**src/rtl/bn_demux_rr_sched.sv**
```systemverilog
// bn_demux_rr_sched: one-entry valid/ready demux routing each word to a round-robin or addressed lane.
// Define BN_DEMUX_STATS_EN to add per-lane completed-transfer counters (lane_cnt).
module bn_demux_rr_sched #(
  parameter int DATA_WIDTH = 4,
  parameter int ADDR_WIDTH = 2,
  parameter int OUTPT_SIZE = 2**ADDR_WIDTH
) (
  input  logic                                   clk,
  input  logic                                   rst,
  input  logic                                   mode,
  input  logic                                   in_valid,
  output logic                                   in_ready,
  input  logic [DATA_WIDTH-1:0]                  in_data,
  input  logic [ADDR_WIDTH-1:0]                  in_sel,
  output logic [OUTPT_SIZE-1:0]                  out_valid,
  input  logic [OUTPT_SIZE-1:0]                  out_ready,
  output logic [OUTPT_SIZE-1:0][DATA_WIDTH-1:0]  out_data,
`ifdef BN_DEMUX_STATS_EN
  output logic [OUTPT_SIZE-1:0][7:0]             lane_cnt,
`endif
  output logic [ADDR_WIDTH-1:0]                  rr_ptr
);
  localparam logic [0:0] EMPTY = 1'b0;
  localparam logic [0:0] FULL  = 1'b1;
  localparam logic [ADDR_WIDTH-1:0] LAST = ADDR_WIDTH'(OUTPT_SIZE-1);
  logic [0:0]                           state_q, state_d;
  logic [ADDR_WIDTH-1:0]                dst_q, dst_d, rr_q, rr_d, dst_in;
  logic [OUTPT_SIZE-1:0]                out_valid_q, out_valid_d, valid_new;
  logic [OUTPT_SIZE-1:0][DATA_WIDTH-1:0] out_data_q, out_data_d, data_new;
  logic                                 in_hs, out_hs;
  always_comb begin
    out_hs    = (state_q == FULL) & out_ready[dst_q];
    in_ready  = (state_q == EMPTY) | out_ready[dst_q];
    in_hs     = in_valid & in_ready;
    dst_in    = mode ? in_sel : rr_q;
    valid_new = '0;
    valid_new[dst_in] = 1'b1;
    data_new  = '0;
    data_new[dst_in] = in_data;
    state_d     = in_hs ? FULL : out_hs ? EMPTY : state_q;
    dst_d       = in_hs ? dst_in : dst_q;
    rr_d        = (in_hs & ~mode) ? ((rr_q == LAST) ? '0 : rr_q + 1'b1) : rr_q;
    out_valid_d = in_hs ? valid_new : out_hs ? '0 : out_valid_q;
    out_data_d  = in_hs ? data_new : out_hs ? '0 : out_data_q;
  end
  always_ff @(posedge clk) begin
    if (rst) begin
      state_q     <= EMPTY;
      dst_q       <= '0;
      rr_q        <= '0;
      out_valid_q <= '0;
      out_data_q  <= '0;
    end else begin
      state_q     <= state_d;
      dst_q       <= dst_d;
      rr_q        <= rr_d;
      out_valid_q <= out_valid_d;
      out_data_q  <= out_data_d;
    end
  end
  assign out_valid = out_valid_q;
  assign out_data  = out_data_q;
  assign rr_ptr    = rr_q;
`ifdef BN_DEMUX_STATS_EN
  logic [OUTPT_SIZE-1:0][7:0] lane_cnt_q;
  always_ff @(posedge clk) begin
    for (int i = 0; i < OUTPT_SIZE; i++)
      if (rst) lane_cnt_q[i] <= '0;
      else if (out_hs && dst_q == ADDR_WIDTH'(i)) lane_cnt_q[i] <= lane_cnt_q[i] + 8'd1;
  end
  assign lane_cnt = lane_cnt_q;
`endif
endmodule

```
**config.mk**
```make
export PLATFORM = sky130hd
export DESIGN_NAME = bn_demux_rr_sched
export DESIGN_NICKNAME = d
export VERILOG_FILES = /design/src/rtl/bn_demux_rr_sched.sv
export SDC_FILE = /design/constraint.sdc
export NUM_CORES = 1
export LEC_CHECK = 0
export BUFFER_PORTS_ARGS = -buffer_cell sky130_fd_sc_hd__buf_2
export CAP_MARGIN = 25
export CORE_UTILIZATION = 45
export CTS_CLUSTER_SIZE = 8
export DETAILED_ROUTE_END_ITERATION = 12
export GPL_TIMING_DRIVEN = 1
export PLACE_DENSITY = 0.8
export SYNTH_ARGS = -nofsm -noshare
export SYNTH_HDL_FRONTEND = slang
export SYNTH_SLANG_ARGS = --single-unit
```
**constraint.sdc**
```tcl
create_clock -name clk -period 1.9 [get_ports clk]
set_input_delay 0.38 -clock clk [delete_from_list [all_inputs] [get_ports clk]]
set_output_delay 0.38 -clock clk [all_outputs]
set_load 0.05 [all_outputs]
```
## Word level (Yosys, flattened, before mapping)

Index checks and enable logic that the tools add are counted.

| storage, ports and cells | value |
|---|---|
| register bits | 25 |
| input bits | 14 |
| output and inout port bits | 23 |

| cells by class | value |
|---|---|
| add/subtract/negate cells | 1 |
| reductions and logical operators | 2 |
| bitwise gates (word level) | 7 |
| multiplexer cells | 14 |
| equality and inequality tests | 1 |
| magnitude comparators | 3 |

Operator list:

| operator | count |
|---|---|
| $mux 16 | 2 |
| $and 16x16->16 | 1 |
| $mux 4 | 3 |
| $demux 4 s2 | 1 |
| $lt 2x3->1 const B | 2 |
| $mux 1 | 4 |
| $mux 2 | 2 |
| $and 1x1->1 | 3 |
| $add 2x1->2 const B | 1 |
| $bmux 1 s2 | 1 |
| $demux 1 s2 | 1 |
| $eq 2x2->1 const B | 1 |
| $ge 2x1->1 const B | 1 |
| $not 1->1 | 2 |
| $reduce_bool 2->1 | 1 |
| $logic_and 1x1->1 | 1 |
| $or 1x1->1 | 1 |

## Longest topological paths before layout

| depth | value |
|---|---|
| depth after elaboration | 7 |
| depth in mapped cells | 5 |

## Worst setup path after synthesis

Ideal clock, no wire load.

| timing | value |
|---|---|
| path kind | reg-to-reg |
| start | register dst_q[0] |
| end | register out_valid_q[1], in the netlist out_valid[1] |
| path slack | 128 ps |
| required time | 1,783 ps |
| clock period less this slack | 1,772 ps |
| data arrival time | 1,655 ps |
| library setup time | 117 ps |
| cell stages (with the launch flop) | 6 |
| buffers on the path | 1 |
| path through | dfxtp_1 mux2_4 a2bb2oi_2 a21oi_1 buf_2 a22o_1 |

| on the way | value |
|---|---|
| longest elaborated chain between the ends | 5 |

Ends and longest elaborated chain:

| what | line | RTL |
|---|---|---|
| from (decl) | 27 | `logic [ADDR_WIDTH-1:0] dst_q, dst_d, rr_q, rr_d, dst_in;` |
| from (signal assigned) | 55 | `dst_q <= dst_d;` |
| $bmux 1 s2 (*) | 33 | `in_ready = (state_q == EMPTY) \| out_ready[dst_q];` |
| $mux 1 (not written as such) (*) | 33 |  |
| $or 1x1->1 (*) | 33 |  |
| net in_ready | 12 | `output logic in_ready,` |
| $and 1x1->1 (*) | 34 | `in_hs = in_valid & in_ready;` |
| $mux 4 / $reduce_bool 2->1 (equally long branches) | - |  |
| to (signal assigned) | 57 | `out_valid_q <= out_valid_d;` |
| to (decl) | 28 | `logic [OUTPT_SIZE-1:0] out_valid_q, out_valid_d, valid_new;` |

The timed path passes the listed nets; every way through them passes the cells marked *. The select of a mux whose other input is x is not followed.
A chain may end at the register's enable or synchronous reset.

## Worst setup path after layout

| timing | value |
|---|---|
| start | register dst_q[0] |
| end | output in_ready |

| on the way | value |
|---|---|
| longest elaborated chain between the ends | 3 |

Ends and longest elaborated chain:

| what | line |
|---|---|
| $bmux 1 s2 | 33 |
| $mux 1 (not written as such) | 33 |
| $or 1x1->1 | 33 |
| to (decl) | 12 |

Every way passes these cells. The select of a mux whose other input is x is not followed.

==> results.json <==
{
  "cp_max_fo": 4,
  "use_met3_pct": 3.12,
  "setup_viol": 0,
  "layout.cells.most_common_list": "buf_2 (36), dfxtp_1 (25), a22o_1 (20)",
  "finalHoldViolations": 0,
  "first_pass_iters": 4,
  "ys_warn_count": 0,
  "antenna_found_initial": 0,
  "dp_cells": 148,
  "vias": 832,
  "leakagePower_nw": 0.577,
  "start_kind": "flip-flop",
  "grt_pass1_vias": 803,
  "hp-class": "input pin to flip-flop",
  "diodes": 0,
  "die_w_um": 49.3,
  "grt_pass1_wl_mm": 3.63,
  "via_per_inst": 5.47,
  "stdcell_count": 152,
  "drt-total-wl_mm": 2.10,
  "end_kind": "primary output",
  "drtIter0Drc": 14,
  "boundaryPins": 37,
  "slew_viol_final": 0,
  "drc_errors": 0,
  "layout_commonest_cell": "buf_2",
  "core-area_um2": 2020,
  "outcome": "completed",
  "worst_slew_pin_slew_ns": 0.417,
  "synth-async-reset-ratio_pct": 0,
  "cp.required_ns": 1.52,
  "synth_nets": 103,
  "clock-sinks": 25,
  "synthDistinctLibCells": 24,
  "gr-usage-all-layers_pct": 19.4,
  "setup_tns_ns": 0,
  "layout.nets": 141,
  "cts_tree": "yes",
  "cp.arrival_ns": 1.46,
  "drive_gt1_share_pct": 40.8,
  "finalCriticalPeriod_ns": 1.84,
  "fmax_mhz": 542,
  "ys.flop_type": "dfxtp_1",
  "overflow": 0,
  "post_cts_resized": 0,
  "insertion_delay_ns": 0.32,
  "n_fill_cell": 174,
  "fp.dieArea_um2": 2430,
  "synth_area_um2": 1000,
  "wire_per_inst_um": 13.8,
  "ff2ff_setup_slack_ns": 0.31,
  "vdd_drop_max_uv": 564,
  "grt_busiest_layer": "met2",
  "clockRootBuffer": "clkbuf_4",
  "netlist_instances": 88,
  "powerDensity_nw_per_um2": 802,
  "gr-usage-met1_pct": 25.6,
  "grt_util_met2_pct": 31.5,
  "synth_top_area_share_pct": 49.8,
  "dp_hpwl_mm": 1.58,
  "start_util_pct": 49.7,
  "avgSynthCellArea_um2": 11.4,
  "grt_max_degree": 21,
  "yosys.area.top_type": "dfxtp_1",
  "ctsLongestPathBuffers": 2,
  "synth_seq_cells": 25,
  "cts_buffers": 3,
  "synth_area_leaders": "dfxtp_1 (50%), a22o_1 (17%), mux2i_1 (5.0%)",
  "antenna_left": 0,
  "relSlewSlack_pct": 72.1,
  "synth_edf_count": 0,
  "critPathKind": "flip-flop to primary output",
  "cts_max_level": 1,
  "port_buffers": 36,
  "num_rows": 16,
  "cts_hold_buf": 0,
  "yosysSeqAreaShare_pct": 49.8,
  "syn_to_final_growth_pct": 23.3,
  "rsz0062_at_grt": "no",
  "cts_setup_buffers": 0,
  "fin_crit_sh_pct": 97.1,
  "fin_skew_ns": 0.0110,
  "drv_cap": 0,
  "die_y_um": 49.3,
  "gp_congestion": 0.791,
  "clkTransAtPathRegs_ns": 0.13
}
[flip-flops by register name, indices dropped and copies added, names as in the netlist]
register   flops
rr_ptr         2
out_data      16
dst_q          2
state_q        1
out_valid      4
[worst paths after layout]
kind	startpoint	end	cells past startpoint
worst max-delay path	dst_q[0]	in_ready	3
worst min-delay path	in_valid	state_q	3
worst max register to register	dst_q[0]	out_valid[0]	4
worst min register to register	out_data[6]	out_data[6]	1
[synthesized netlist by cell type, drive strengths merged, types with 2 or more instances]
cell type and n:
nand2 3, nor3 5, clkbuf 2, nor2b 4, buf 2, a22o 20
a21oi 3, o21ai 2, dfxtp 25, mux2i 5, inv 2, nor2 3
mux2 4
[per-layer routing]
layer / wire, um / share of wire (%)
met3: 88 / 4.2
met5: 0 / 0
met2: 973 / 46
met1: 1020 / 49
met4: 16 / 0.76
[where the power goes]
group	internal [mW]	total (mW)	switching, mW
combinational	0.0632	0.194	0.131
clock	0.0803	0.241	0.161
sequential	0.544	0.558	0.0140
[critical path, cell delays in order (launching register included)]
cell and delay [ns]:
dfxtp_1 0.43, mux2_4 0.35, a2bb2oi_2 0.15, buf_2 0.22
[cells by family (layout without fill, tap and decap cells)]
group / Yosys count / count (layout) / synth area share (%)
fa+ha+maj: 1 / 1 / 1.25
buf+inv: 6 / 43 / 2.49
mux: 9 / 9 / 9.84
compound gates: 28 / 28 / 24.8
flops: 25 / 25 / 49.8
simple gates: 19 / 19 / 11.8
[layout make-up]
cell class | instances | area [um2] | area share [%]
Clock buffer | 3 | 22.5 | 1.82
Clock inverter | 1 | 7.51 | 0.606
Sequential cell | 25 | 500 | 40.4
Multi-Input combinational cell | 57 | 479 | 38.7
Timing Repair Buffer | 37 | 188 | 15.2
Inverter | 2 | 7.51 | 0.606
Tap cell | 27 | 33.8 | 2.73
[per-stage QoR]
stage	utilization (%)	worst slack (ns)	total power [mW]	hold WS [ns]	instance area, um2
final	61.3	0.0551	0.993	0.362	1240
after global routing	61.3	0.00558	1.03	0.356	1240
after CTS	61.3	0.0426	1.00	0.349	1240
after detailed placement	59.8	0.273	0.764	0.457	1210
after global placement	59.8	0.266	0.760	0.456	1210
after floorplan	-	0.128	0.715	0.494	1000
Power figures use the tool's default switching activity.
